===== src/rtl/stdp_pulse_gen.sv =====
// STDP pairing stage: times pre/post spikes against each other and emits
// one-cycle inc (causal) or dec (anti-causal) pulses to the weight counter.
module stdp_pulse_gen #(
    parameter int unsigned WINDOW = 7,
    localparam int unsigned AGE_W = $clog2(WINDOW + 1)
) (
    input  logic             clk,
    input  logic             rst_n,
    input  logic             learn_en,
    input  logic             pre_spike,
    input  logic             post_spike,
    output logic             inc,
    output logic             dec,
    output logic [AGE_W-1:0] dt_out
);

    localparam logic [AGE_W-1:0] AGE_MAX = AGE_W'(WINDOW);
    localparam logic [AGE_W-1:0] AGE_ONE = AGE_W'(1);

    logic             pre_valid,   post_valid;
    logic [AGE_W-1:0] pre_age,     post_age;
    logic             pre_valid_d, post_valid_d;
    logic [AGE_W-1:0] pre_age_d,   post_age_d;
    logic             inc_d,       dec_d;
    logic [AGE_W-1:0] dt_d;

    // Next-state: age both timers, then let the spike decode override
    always_comb begin
        pre_valid_d  = pre_valid;
        pre_age_d    = pre_age;
        post_valid_d = post_valid;
        post_age_d   = post_age;
        inc_d        = 1'b0;
        dec_d        = 1'b0;
        dt_d         = dt_out;

        if (pre_valid) begin
            if (pre_age == AGE_MAX) begin
                pre_valid_d = 1'b0;
                pre_age_d   = '0;
            end else begin
                pre_age_d = pre_age + AGE_ONE;
            end
        end

        if (post_valid) begin
            if (post_age == AGE_MAX) begin
                post_valid_d = 1'b0;
                post_age_d   = '0;
            end else begin
                post_age_d = post_age + AGE_ONE;
            end
        end

        if (!learn_en) begin
            pre_valid_d  = 1'b0;
            pre_age_d    = '0;
            post_valid_d = 1'b0;
            post_age_d   = '0;
        end else if (pre_spike && post_spike) begin
            // Coincident spikes: d=0 never pairs, both stay available
            pre_valid_d  = 1'b1;
            pre_age_d    = AGE_ONE;
            post_valid_d = 1'b1;
            post_age_d   = AGE_ONE;
        end else if (post_spike) begin
            if (pre_valid) begin
                inc_d       = 1'b1;
                dt_d        = pre_age;
                pre_valid_d = 1'b0;
                pre_age_d   = '0;
            end
            post_valid_d = 1'b1;
            post_age_d   = AGE_ONE;
        end else if (pre_spike) begin
            if (post_valid) begin
                dec_d        = 1'b1;
                dt_d         = post_age;
                post_valid_d = 1'b0;
                post_age_d   = '0;
            end
            pre_valid_d = 1'b1;
            pre_age_d   = AGE_ONE;
        end
    end

    always_ff @(posedge clk or negedge rst_n) begin
        if (!rst_n) begin
            pre_valid  <= 1'b0;
            pre_age    <= '0;
            post_valid <= 1'b0;
            post_age   <= '0;
            inc        <= 1'b0;
            dec        <= 1'b0;
            dt_out     <= '0;
        end else begin
            pre_valid  <= pre_valid_d;
            pre_age    <= pre_age_d;
            post_valid <= post_valid_d;
            post_age   <= post_age_d;
            inc        <= inc_d;
            dec        <= dec_d;
            dt_out     <= dt_d;
        end
    end

endmodule


===== config.mk =====
export PLATFORM = sky130hd
export DESIGN_NAME = stdp_pulse_gen
export DESIGN_NICKNAME = d
export VERILOG_FILES = /design/src/rtl/stdp_pulse_gen.sv
export SDC_FILE = /design/constraint.sdc
export NUM_CORES = 1
export LEC_CHECK = 0
export CAP_MARGIN = 20
export CORE_MARGIN = 8
export CORE_UTILIZATION = 45
export CTS_BUF_LIST = sky130_fd_sc_hd__clkbuf_4 sky130_fd_sc_hd__clkbuf_8
export DETAILED_ROUTE_END_ITERATION = 10
export PLACE_DENSITY_LB_ADDON = 0.12
export SLEW_MARGIN = 20
export SYNTH_ARGS = -nofsm -noshare
export SYNTH_HDL_FRONTEND = slang
export SYNTH_SLANG_ARGS = --single-unit

===== constraint.sdc =====
create_clock -name clk -period 1.55 [get_ports clk]
set_input_delay 0.31 -clock clk [delete_from_list [all_inputs] [get_ports clk]]
set_output_delay 0.31 -clock clk [all_outputs]
set_load 0.02 [all_outputs]

Yosys cells after proc, flatten, opt, wreduce, memory -nomap -nowiden --
Index checks and enable logic that the tools add are counted.
Cells by class: multiplexer cells 41, shift operators 0, bitwise gates (word level) 1, add/sub/neg operators 2, $mul 0, order comparisons 0, reduce and logical (&&, ||, !) cells 4, equal/unequal tests 3, div/mod/pow operators 0
Operator list (count):
- $mux W3 | 18
- $mux W1 | 23
- $add A3 B1 Y3 const B | 2
- $eq A3 B3 Y1 const B | 2
- $reduce_and A5 Y1 | 1
- $reduce_bool A2 Y1 | 2
- $ne A2 B1 Y1 const B | 1
- $logic_and A1 B1 Y1 | 1
- $not A1 Y1 | 1
Word-level totals: memory bits (read-only) 0, output and inout port bits 5, bits in writable memories 0, bits in latches 0, memories 0, bits in registers 13, input port bits 5, logic and storage cells 58

Depth between registers and ports, before layout --
depth in word-level cells 8, depth in mapped cells 5, gate-level depth less buffers 5

Worst setup path after synthesis --
Ideal clock, no wire load.
path kind in2reg, from in post_spike, to reg dt_out[0], arrival 1125 ps, stages 4, setup time 125 ps, buffers on the path 1, setup slack 300 ps, data required time 1425 ps, cells stage by stage buf_6 -> nand2b_2 -> o21bai_4 -> mux2_4
On the way: word-level cells in the longest chain between the ends 3, elaborated cells between the ends (all ways) 7, those cells by class eq/ne (1); mux (1); bitwise (1); reduce/logical (4)
RTL lines:
- start: declaration | RTL line 11 | input logic post_spike,
- branches (longest 3 deep; another with $reduce_and A5 Y1)
- end signal: assignment | RTL line 103 | dt_out <= dt_d;
- end: declaration | RTL line 14 | output logic [AGE_W-1:0] dt_out
Several ways; the timed one is not identified. A chain may end at the register's enable or synchronous reset.

Worst setup path in the final report --
from reg inc, to out inc
RTL lines:
- start: declaration | RTL line 12 | output logic inc,
- start signal: assignment | RTL line 101 | inc <= inc_d;
No word-level cell between the ends.

==> metrics.cfg <==
[die]
die_h_um = 54.5
coreArea_um2 = 1450
ioPinCount = 10
die_w_um = 54.5
rows = 14
die-area_um2 = 2970
start_util_pct = 45.8

[setup_path]
r2r.worst_path.cells = 5
path_depth = 1
endpoint_kind = output port
cp.required_ps = 1240
path_cells = clkdlybuf4s50_1
slowest_delay_ps = 590
crit_fanout = 1
cpMaxStageDelayCell = clkdlybuf4s50_1
critPathBufInv = 1
arrival_ps = 1190
crit_type = reg2out
crit_family = buffers and inverters
critPathLaunchType = flop

[sta]
slew-limit-headroom_pct = 82.2
drv_slew = 0
worst_pin_slew_ps = 266
setup_viol = 0
max_freq_mhz = 665
rsz0062_at_grt = no
period_minus_slack_ps = 1500
timing.hold.ws_ps = 329
final-hold-violation-count = 0
clock_skew_ps = 9.00
finalCritPeriodShare_pct = 97.0

[clock_network]
clk_latency_ps = 270
cts_sinks = 13
cts-htree-levels = 1
cts_buffers = 3
tritoncts = done
cts_root_buffer = clkbuf_4
cts_buffer_depth = 2
cts.clk_slew.worst_paths_ps = 90

[final_layout]
drive_above_1_share_pct = 28.0
area_growth_pct = 26.7
fin_util_pct = 58.0
nNetsFinal = 85
diodes = 0

[synthesis]
synthTopCellsByArea = dfrtp_1 (49%), ha_1 (7.5%), mux2_4 (6.8%)
yosysMostFrequentCell = dfrtp_1
yosysSeqAreaShare_pct = 48.9
avgSynthCellArea_um2 = 11.9
netlist_area_um2 = 666
ys.flop_type = dfrtp_1
synth_top_area_cell = dfrtp_1
async_flop_share_pct = 100
yosys_warnings = 0
synthTopCellsByCount = dfrtp_1 (13), nor2_1 (5), nor2b_1 (5)
synth_fp_nets = 65
ys_seq_elements = 13
yosysTopAreaCellShare_pct = 48.9
synth_enable_flop_cells = 0
syn_inst = 56
ys_types = 19

[route]
ant_nets = 0
drt_iter0_drc = 4
wl_per_cell_um = 13.8
routed_wl_um = 1250
dr.pass1.iters = 4
vias = 460
via_per_inst = 5.05
route.detailed.drc = 0

[power_and_ir_drop]
p_comb_share_pct = 15.9
leakagePower_nw = 0.440
sequentialPowerShare_pct = 53.8
peakVddDrop_uv = 533
power_density_nw_per_um2 = 818
clkPwrFrac_pct = 30.3
swShare_pct = 25.8
p_switching_mw = 0.178
power.internal_mw = 0.511
finalPower_mw = 0.690

[global_routing]
grt_antenna_before_repair = 0
grt_max_degree = 14
grt-ovfl-total = 0
grt_pass1_wl_um = 2180
grt_pass1_vias = 485
grt_util_all_layers_pct = 10.2

[min_path]
hp-class = in2async

[place]
globalplace.congestion = 0.763
dp_hpwl_um = 938
port_buffers = 9

[flow_run]
max-cap-violations = 0

[outcome]
outcome = completed

## cell families after synthesis
logic type	count (synthesis)	share of synthesized area [%]
compound gates	11	11.8
mux	6	11.8
buf+inv	3	2.82
flops	13	48.9
simple gates	19	17.1
fa+ha+maj	4	7.52
## metal layers
layer  track usage (%)  up-vias  routed length [um]
li1                  -      230                   -
met1              14.2      222                 669
met2              13.9        8                 519
met3              4.08        0                  64
met4              3.69        0                   0
met5                 0        -                   0
## power groups by stage
stage	Clock (mW)	Combinational, mW	Sequential (mW)
after floorplan	0	0.0490	0.386
after global placement	0	0.117	0.378
final	0.209	0.110	0.371
after global routing	0.240	0.121	0.375
after detailed placement	0	0.117	0.377
after CTS	0.217	0.112	0.371
## flip-flops by register name, indices dropped and copies added, names as in the netlist
signal      count
dec             1
dt_out          3
inc             1
post_age        3
post_valid      1
pre_age         3
pre_valid       1
## worst paths after layout
| kind | start | end | slack [ps] |
|---|---|---|---|
| worst max-delay path | inc | inc | 50 |
| worst min register to register | dt_out[1] | dt_out[1] | 510 |
| min in group clk | dt_out[1] | dt_out[1] | 510 |
| worst max register to register | pre_age[0] | pre_age[0] | 170 |
| max in group asynchronous | rst_n | post_age[2] | 1050 |
| worst min-delay path | rst_n | pre_age[0] | 330 |
## through the flow
stage,area [um^2],setup TNS [ps],worst slack [ps],cells
2_1_floorplan,666,0,300,56
3_3_place_gp,817,-622,-182,87
3_5_place_dp,817,-680,-205,87
4_1_cts,841,0,17.9,91
5_1_grt,843,0,5.84,91
6_report,843,0,46.4,91
## layout by cell type (no fill, tap or decap), drive strengths merged, types with 3 or more instances in the layout
| cell type | n |
|---|---|
| nor2b | 5 |
| dlygate4sd2 | 3 |
| a21oi | 4 |
| mux2 | 6 |
| clkdlybuf4s50 | 5 |
| nor2 | 5 |
| ha | 4 |
| nand2 | 3 |
| dfrtp | 13 |
| clkbuf | 3 |
| buf | 7 |
## area by class of cell
| cell class | instances | area, um^2 |
|---|---|---|
| Sequential cell | 13 | 325 |
| Clock buffer | 3 | 22.5 |
| Multi-Input combinational cell | 40 | 322 |
| Fill cell | 130 | 611 |
| Timing Repair Buffer | 16 | 141 |
| Tap cell | 16 | 20.0 |
| Clock inverter | 1 | 5.00 |
| Inverter | 2 | 7.51 |
## repair_timing
item	4_1_cts	5_1_grt
buffers inserted	0	0
setup endpoints to repair	3	1
gates resized for setup	3	1
hold buffers	0	0
No activity file was read; power rests on OpenSTA's default activity.
